## src/rtl/prior_arbiter_pkg.sv

```systemverilog
// Shared types and constants for the registered priority arbiter with seven-segment readout.
// Digit slots map arbiter state onto the 8-digit display bank.
package prior_arbiter_pkg;

    typedef enum logic {
        IDLE    = 1'b0,
        PRESENT = 1'b1
    } state_t;

    localparam int DIGITS = 8;
    localparam int CNT_W  = 8;

    localparam int IDX_LO = 0;
    localparam int IDX_HI = 1;
    localparam int CNT_LO = 6;
    localparam int CNT_HI = 7;

endpackage

```

## src/rtl/prior_arbiter_seg_pick.sv

```systemverilog
// Wrap-around priority scan: from start (or N-1 when rr=0) downward, wrapping to N-1.
// Combinational, zero latency; found=0 when nothing is pending.
module prior_pick #(
    parameter int N     = 16,
    parameter int IDX_W = $clog2(N)
) (
    input  logic [N-1:0]     pending,
    input  logic [IDX_W-1:0] start,
    input  logic             rr,
    output logic [IDX_W-1:0] idx,
    output logic             found
);

    always_comb begin : scan
        int s;
        int p;
        idx   = '0;
        found = 1'b0;
        s     = rr ? int'(start) : N - 1;
        p     = 0;
        // k is the distance from the start slot; the first hit is the highest priority
        for (int k = 0; k < N; k++) begin
            p = (s >= k) ? (s - k) : (s + N - k);
            if (!found && pending[p]) begin
                idx   = IDX_W'(p);
                found = 1'b1;
            end
        end
    end

endmodule

```

## src/rtl/seg.sv

```systemverilog
// Hex nibble to seven-segment code {dp,g,f,e,d,c,b,a}, active-high; blank when disabled.
// Purely combinational, no flow control.
module seg (
    input  logic [3:0] in,
    input  logic       en,
    output logic [7:0] out
);

    always_comb begin
        out = 8'h00;
        if (en) begin
            case (in)
                4'h0: out = 8'h3F;
                4'h1: out = 8'h06;
                4'h2: out = 8'h5B;
                4'h3: out = 8'h4F;
                4'h4: out = 8'h66;
                4'h5: out = 8'h6D;
                4'h6: out = 8'h7D;
                4'h7: out = 8'h07;
                4'h8: out = 8'h7F;
                4'h9: out = 8'h6F;
                4'hA: out = 8'h77;
                4'hB: out = 8'h7C;
                4'hC: out = 8'h39;
                4'hD: out = 8'h5E;
                4'hE: out = 8'h79;
                default: out = 8'h71;
            endcase
        end
    end

endmodule

```

## src/rtl/prior_arbiter_seg.sv

```systemverilog
// Sticky-request arbiter: req->out_valid 2 edges, one grant per 2 cycles, index held until out_ready.
// Backpressure: out_idx frozen while out_valid && !out_ready; new requests only accumulate in pending.
module prior_arbiter_seg
    import prior_arbiter_pkg::*;
#(
    parameter int N     = 16,
    parameter int IDX_W = $clog2(N),
    parameter int CNT_W = 8
) (
    input  logic             clk,
    input  logic             rst,
    input  logic [N-1:0]     req,
    input  logic             rr_mode,
    input  logic             en,
    output logic             out_valid,
    input  logic             out_ready,
    output logic [IDX_W-1:0] out_idx,
    output logic             flag,
    output logic [N-1:0]     pending,
    output logic [7:0]       seg_out [DIGITS-1:0]
);

    state_t             state;
    state_t             state_nxt;
    logic [IDX_W-1:0]   ptr;
    logic [IDX_W-1:0]   last_idx;
    logic               has_last;
    logic [CNT_W-1:0]   grant_cnt;
    logic [IDX_W-1:0]   pick_idx;
    logic               pick_found;
    logic               accept;
    logic [N-1:0]       clr_mask;
    logic [N-1:0]       pending_nxt;
    logic [7:0]         idx_ext;
    logic [3:0]         digit_in [DIGITS];
    logic               digit_en [DIGITS];

    prior_pick #(
        .N     (N),
        .IDX_W (IDX_W)
    ) u_pick (
        .pending (pending),
        .start   (ptr),
        .rr      (rr_mode),
        .idx     (pick_idx),
        .found   (pick_found)
    );

    always_ff @(posedge clk or posedge rst) begin
        if (rst) begin
            state <= IDLE;
        end else begin
            state <= state_nxt;
        end
    end

    always_comb begin
        state_nxt = state;
        case (state)
            IDLE:    if (pick_found) state_nxt = PRESENT;
            PRESENT: if (out_ready)  state_nxt = IDLE;
            default: state_nxt = IDLE;
        endcase
    end

    always_comb begin
        out_valid = (state == PRESENT);
        accept    = out_valid && out_ready;
        clr_mask  = '0;
        if (accept) begin
            clr_mask[out_idx] = 1'b1;
        end
        // a request landing on the index being cleared keeps the bit set
        pending_nxt = (pending & ~clr_mask) | req;
    end

    always_ff @(posedge clk or posedge rst) begin
        if (rst) begin
            pending   <= '0;
            flag      <= 1'b0;
            out_idx   <= '0;
            ptr       <= IDX_W'(N - 1);
            last_idx  <= '0;
            has_last  <= 1'b0;
            grant_cnt <= '0;
        end else begin
            pending <= pending_nxt;
            flag    <= |pending_nxt;
            if (state == IDLE && pick_found) begin
                out_idx <= pick_idx;
            end
            if (accept) begin
                last_idx  <= out_idx;
                has_last  <= 1'b1;
                grant_cnt <= grant_cnt + 1'b1;
                if (rr_mode) begin
                    ptr <= (out_idx == '0) ? IDX_W'(N - 1) : out_idx - 1'b1;
                end else begin
                    ptr <= IDX_W'(N - 1);
                end
            end
        end
    end

    assign idx_ext = 8'(last_idx);

    always_comb begin
        for (int d = 0; d < DIGITS; d++) begin
            digit_in[d] = 4'h0;
            digit_en[d] = 1'b0;
        end
        digit_in[IDX_LO] = idx_ext[3:0];
        digit_en[IDX_LO] = en && has_last;
        digit_in[IDX_HI] = idx_ext[7:4];
        digit_en[IDX_HI] = en && has_last && (IDX_W > 4);
        digit_in[CNT_LO] = grant_cnt[3:0];
        digit_en[CNT_LO] = en;
        digit_in[CNT_HI] = grant_cnt[7:4];
        digit_en[CNT_HI] = en;
    end

    for (genvar d = 0; d < DIGITS; d++) begin : g_seg
        seg u_seg (
            .in  (digit_in[d]),
            .en  (digit_en[d]),
            .out (seg_out[d])
        );
    end

endmodule
```

## config.mk

```make
export PLATFORM = sky130hd
export DESIGN_NAME = prior_arbiter_seg
export DESIGN_NICKNAME = d
export VERILOG_FILES = /design/src/rtl/prior_arbiter_pkg.sv /design/src/rtl/prior_arbiter_seg_pick.sv /design/src/rtl/seg.sv /design/src/rtl/prior_arbiter_seg.sv
export SDC_FILE = /design/constraint.sdc
export NUM_CORES = 1
export LEC_CHECK = 0
export ABC_CLOCK_PERIOD_IN_PS = 6100
export BUFFER_PORTS_ARGS = -buffer_cell sky130_fd_sc_hd__buf_2
export CORE_ASPECT_RATIO = 1.2
export CORE_MARGIN = 5
export CORE_UTILIZATION = 48
export DETAILED_ROUTE_END_ITERATION = 16
export GPL_TIMING_DRIVEN = 0
export PLACE_DENSITY = 0.71
export SLEW_MARGIN = 15
export SYNTH_ARGS = -nofsm -noshare
export SYNTH_HDL_FRONTEND = slang
export SYNTH_SLANG_ARGS = --single-unit
```

## constraint.sdc

```tcl
create_clock -name clk -period 6.1 [get_ports clk]
set_input_delay 1.525 -clock clk [delete_from_list [all_inputs] [get_ports clk]]
set_output_delay 1.525 -clock clk [all_outputs]
set_load 0.005 [all_outputs]
```

Yosys cells after proc, flatten, opt, wreduce, memory -nomap -nowiden
Memory sizes are Yosys's and may differ from the RTL's.
Cells that the tools add are included.
{"block": "word_totals", "ff_bits": 39, "mem_bits_ro": 336, "inputBits": 21, "output_inout_bits": 86, "word_cells": 226, "n_memories": 3}
{"memory": "(name not given)", "depth": 16, "word_bits": 7, "read_ports": 1, "rd_clocked_by_memory_dff": 0, "write_ports": 0, "line_no": "seg.sv:12", "source": "case (in)"}
{"memory": "(name not given)", "depth": 16, "word_bits": 7, "read_ports": 1, "rd_clocked_by_memory_dff": 0, "write_ports": 0, "line_no": "seg.sv:12"}
{"memory": "(name not given)", "depth": 16, "word_bits": 7, "read_ports": 1, "rd_clocked_by_memory_dff": 0, "write_ports": 0, "line_no": "seg.sv:12"}
{"block": "classes", "addsub": 33, "magnitude_cmp": 34, "mux": 108, "n_bitwise": 4, "n_reduce_logical": 36}
{"operator": "32-bit by 6-bit less-than comparator with 1-bit output, second input constant", "count": 16}
{"operator": "32-bit 2-to-1 mux", "count": 16}
{"operator": "32-bit by 5-bit subtractor with 32-bit output, second input constant", "count": 16}
{"operator": "32-bit by 5-bit >= comparator with 1-bit output, second input constant", "count": 8}
{"operator": "32-bit by 4-bit subtractor with 32-bit output, second input constant", "count": 8}
{"operator": "32-bit by 4-bit >= comparator with 1-bit output, second input constant", "count": 4}
{"operator": "32-bit by 3-bit subtractor with 32-bit output, second input constant", "count": 4}
{"operator": "4-bit 2-to-1 mux", "count": 19}
{"operator": "1-bit binary-select mux with 4-bit select", "count": 16}
{"operator": "32-bit by 3-bit >= comparator with 1-bit output, second input constant", "count": 2}
{"operator": "32-bit by 2-bit subtractor with 32-bit output, second input constant", "count": 2}
{"operator": "1-bit 2-to-1 mux", "count": 51}
{"operator": "32-bit by 6-bit adder with 32-bit output, second input constant", "count": 1}
{"operator": "32-bit by 1-bit >= comparator with 1-bit output, second input constant", "count": 1}
{"operator": "32-bit by 2-bit >= comparator with 1-bit output, second input constant", "count": 1}
{"operator": "8-bit 2-to-1 mux", "count": 3}
{"operator": "1-bit logical AND", "count": 19}
{"operator": "16-bit bitwise AND", "count": 1}
{"operator": "16-bit 2-to-1 mux", "count": 1}
{"operator": "16-bit inverter", "count": 1}
{"operator": "16-bit bitwise OR", "count": 1}
{"operator": "16-bit OR reduction", "count": 1}
{"operator": "1-bit logical NOT", "count": 15}
{"operator": "8-bit by 1-bit adder with 8-bit output, second input constant", "count": 1}
{"operator": "other kinds (7)", "count": 7}

Depth between registers and ports, before layout
{"block": "logic_depth", "ltp_word": 54, "ltp_mapped": 18, "ltp_nobuf": 13}

By module
A second synthesis with hierarchy kept.
{"block": "unflattened", "cells_unflattened": 853, "area_unflattened_um2": 7134.3}
{"module": "prior_pick", "n_inst": 1, "cells_each": 389, "area_each_um2": 2856.5, "seq_area_each_um2": 0.0}
{"module": "prior_arbiter_seg", "n_inst": 1, "cells_each": 149, "area_each_um2": 1706.6, "seq_area_each_um2": 980.9}
{"module": "seg (g_seg[5].u_seg ...)", "n_inst": 3, "cells_each": 39, "area_each_um2": 335.3, "seq_area_each_um2": 0.0}
{"module": "seg (g_seg[0].u_seg ...)", "n_inst": 3, "cells_each": 39, "area_each_um2": 330.3, "seq_area_each_um2": 0.0}
{"module": "seg (g_seg[4].u_seg)", "n_inst": 1, "cells_each": 38, "area_each_um2": 289.0, "seq_area_each_um2": 0.0}
{"module": "seg (g_seg[1].u_seg)", "n_inst": 1, "cells_each": 43, "area_each_um2": 285.3, "seq_area_each_um2": 0.0}

Worst setup path before layout
OpenSTA, ideal clock, no wires.
{"block": "synth_timing", "path_kind": "input -> register", "startpoint": "input rr_mode", "endpoint": "register out_idx[2]", "setup_ns": 0.131, "arrival_time_ns": 4.918, "slack_ns": 1.051, "path_stages": 15, "path_cell_list": "nor2b_2 -> buf_6 -> inv_4 -> buf_6 -> buf_6 -> ha_1 -> buf_1 -> clkinv_1 -> mux4_2 -> a21o_1 -> a2111oi_4 -> nand4bb_1 -> or4_1 -> a31oi_1 -> a211oi_1"}
{"block": "synth_via", "elab_chain_len": 53}
{"element": "start: declaration", "line_no": "prior_arbiter_seg.sv:13", "source": "input logic rr_mode,"}
{"element": "4-bit 2-to-1 mux (*)", "line_no": "prior_arbiter_seg_pick.sv:19", "source": "s = rr ? int'(start) : N - 1;"}
{"element": "parallel branches: the longest is 52 deep, another holds 32-bit by 6-bit adder with 32-bit output"}
{"element": "end signal: assignment", "line_no": "prior_arbiter_seg.sv:90", "source": "out_idx <= pick_idx;"}
{"element": "end: declaration", "line_no": "prior_arbiter_seg.sv:17", "source": "output logic [IDX_W-1:0] out_idx,"}
Mark *: on every way between the ends. The select of a mux whose other input is x is not followed.
A chain may end at the register's enable or synchronous reset.

Worst setup path after layout
Ends and elaborated chain as after synthesis.

==> summary.txt <==
Critical path
  – R2R Setup Slk: 1160 ps
  – R2r worst-path depth: 13
  – Critical path class: in2reg
  – Crit path max fanout: 12
  – Crit path launch type: input port
  – Critical path capture point type: flip-flop
  – Worst path arrival time: 6080 ps
  – CP required: 6290 ps

Synthesis
  – Synth top area share: 0.160
  – Post-Syn Area: 0.00546 mm^2
  – Most frequent cell after synthesis: nor2_1
  – Largest family of logic cells by synthesized area: compound AO/OA/AOI/OAI gates
  – Top post-synthesis cells by area: dfrtp_1, mux4_2, buf_4, ha_1, mux2i_1
  – Post-Syn Area per Cell: 8.36 um^2
  – XOR/XNOR Fraction of Synth Area: 0.0241
  – Post-synth EDFFs: 0
  – Post-Synth Adder-Cell Area: 0.0596
  – Commonest cells post-synth: nor2_1, nand2_1, buf_4
  – Sequential share of the synthesized area: 0.180
  – Mux cell area share after synthesis: 0.164
  – Primary FF master, synth: dfrtp_1
  – Yosys cell types: 90
  – Synth Area in Simple Gates: 0.219
  – Gate Count Post-Synth: 653
  – Synth async-reset ratio: 1.00
  – Synth warn: 0
  – Yosys top cell by area: dfrtp_1
  – Synth Register Bits: 39
  – Compound-Gate Fraction of Synth Area: 0.241

Layout
  – Final #Nets: 813
  – Share of layout cells above drive strength 1: 0.248
  – Synth-to-Final Area Change: 15.5%
  – N_diodes: 0

Run
  – # Max-Cap Violations: 0

GRT
  – Grt ovf: 0
  – Pin count of the biggest net entering global routing: 32
  – Vias in the first global route: 5,356
  – Gr usage total: 0.245
  – Global-route wire length before repair: 27.3 mm
  – Antenna violations before repair: 0

Floorplan
  – Placeable Area: 0.0111 mm^2
  – Io pins: 107
  – Effective utilization at floorplan: 0.493
  – Full die area: 0.0136 mm^2
  – Horiz. Die Dim: 107 um
  – Die height: 127 um
  – Cell row count: 42

Clocking
  – Htree depth: 2
  – TritonCTS clock tree: yes
  – CTS Buffer Depth: 2
  – Clk pin slew, worst setup/hold paths: 60 ps
  – Total clock sinks: 39
  – Resized cells post-CTS: 0
  – Post-CTS Setup Repair Bufs: 0
  – Hold-fix buffers at CTS: 0
  – Clk_lat worst skew: 280 ps
  – Root buffer cell: clkbuf_16
  – CTS Buf Count: 5

STA
  – Achievable Freq: 170 MHz
  – RSZ-0062 raised after global routing: false
  – Final Slew Violations: 0
  – Max-slew headroom: 0.182
  – Slew @ Worst Pin: 1220 ps
  – Endpoints failing hold: 0
  – Clk_skew: 2.79 ps
  – Final min period: 5890 ps
  – Total Neg Setup Slack: 0 ps
  – Final period utilization: 0.965
  – Final Setup Violations: 0

Pwr
  – P_leak: 0.00266 uW
  – VDD IR max: 0.224 mV
  – Pwr per Cell Area: 278 mW/mm^2
  – Power, Total: 1750 uW

Detailed routing
  – Via count: 5,631
  – DR WL/cell: 18.6 um
  – Post-detailed-route count of antenna-violating nets: 0
  – Total wire length: 17.2 mm
  – DR DRC count: 0
  – DR pass1 iterations: 6
  – Vias per cell: 6.11
  – DRT iter0 DRCs: 588

Outcome
  – Status: finished clean

Min path
  – Min-Delay Path Depth: 1
  – Hold crit path type: reg2reg

Place
  – Port bufs: 63
  – HPWL Detailed: 13.0 mm
  – Final RePlAce weighted congestion: 1.00
## worst max-delay path, cell delays in order
cell       delay (ps)
buf_2             150
buf_2             230
nand2b_1          150
buf_2             270
ha_1              320
buf_1             370
clkinv_1          430
mux4_2            610
nor3_1            320
nor2_1            170
o311ai_0          770
a22oi_1           150
o211a_1           260
o2bb2ai_1         140
a211oi_1          210
## where the power goes
group	internal (uW)	switching (uW)	total, uW
logic	445	636	1080
clock network	174	99.5	273
registers	310	88.0	398
## area by class of cell
class	count	area, um^2
well taps	154	193
inverters	24	92.6
clock buffers	7	153
flip-flops and latches	39	981
fillers	1028	4780
plain buffers	80	523
clock inverters	1	7.51
repair buffers	64	335
multi-input cells	552	4020
## cell usage in the layout (no fill, tap or decap), types with 7 or more instances in the layout
cell       n
a211oi_1  15
a21oi_1   34
and3_1     7
and3b_1    9
buf_2     70
buf_4     45
clkbuf_1  16
conb_1    43
dfrtp_1   35
ha_1      26
inv_1     20
mux2_2    11
mux2i_1   29
mux4_2    17
nand2_1   46
nand2b_1  22
nand3_1   12
nor2_1    56
nor2b_1   10
nor3_1     7
nor4_1     7
o21ai_0   37
xnor2_1   13
## sequential cells by signal, summed over array words and instances, names as in the netlist
signal     cells
last_idx       4
pending       16
out_idx        4
grant_cnt      8
out_valid      1
ptr            4
has_last       1
flag           1
## final timing paths
| path | start | end |
|---|---|---|
| worst min register to register | has_last | has_last |
| worst min-delay path | has_last | has_last |
| worst max register to register | ptr[1] | out_idx[2] |
| max in group asynchronous | rst | ptr[1] |
| min in group asynchronous | rst | pending[11] |
| worst max-delay path | rr_mode | out_idx[2] |
## metal layers
| layer | share of wire | vias to the layer above | GRT usage |
|---|---|---|---|
| met3 | 0.081 | 74 | 0.0295 |
| met5 | 0 | - | 0 |
| met2 | 0.48 | 336 | 0.415 |
| met4 | 0.053 | 0 | 0.118 |
| met1 | 0.38 | 2649 | 0.307 |
| li1 | - | 2572 | - |
## cells by family (layout without fill, tap and decap cells)
logic type               after synthesis  after routing
adder cells (fa/ha/maj)               26             26
other                                  1             43
AND/OR/NAND/NOR                      221            221
AO/OA/AOI/OAI                        184            184
buffers and inverters                104            176
multiplexers                          63             63
flip-flops                            39             39
XOR/XNOR                              15             15
## per-stage QoR
| stage | hold WS [ps] | setup WS (ps) | util | cells | cell area (um^2) |
|---|---|---|---|---|---|
| final | 529 | 211 | 0.569 | 921 | 6310 |
| after global routing | 527 | 69.8 | 0.569 | 921 | 6310 |
| after CTS | 529 | 410 | 0.569 | 921 | 6310 |
| after detailed placement | 477 | 139 | 0.554 | 913 | 6150 |
| after global placement | 460 | 220 | 0.553 | 912 | 6130 |
| after floorplan | 440 | 1050 | - | 695 | 5620 |
Power figures use the tool's default switching activity.
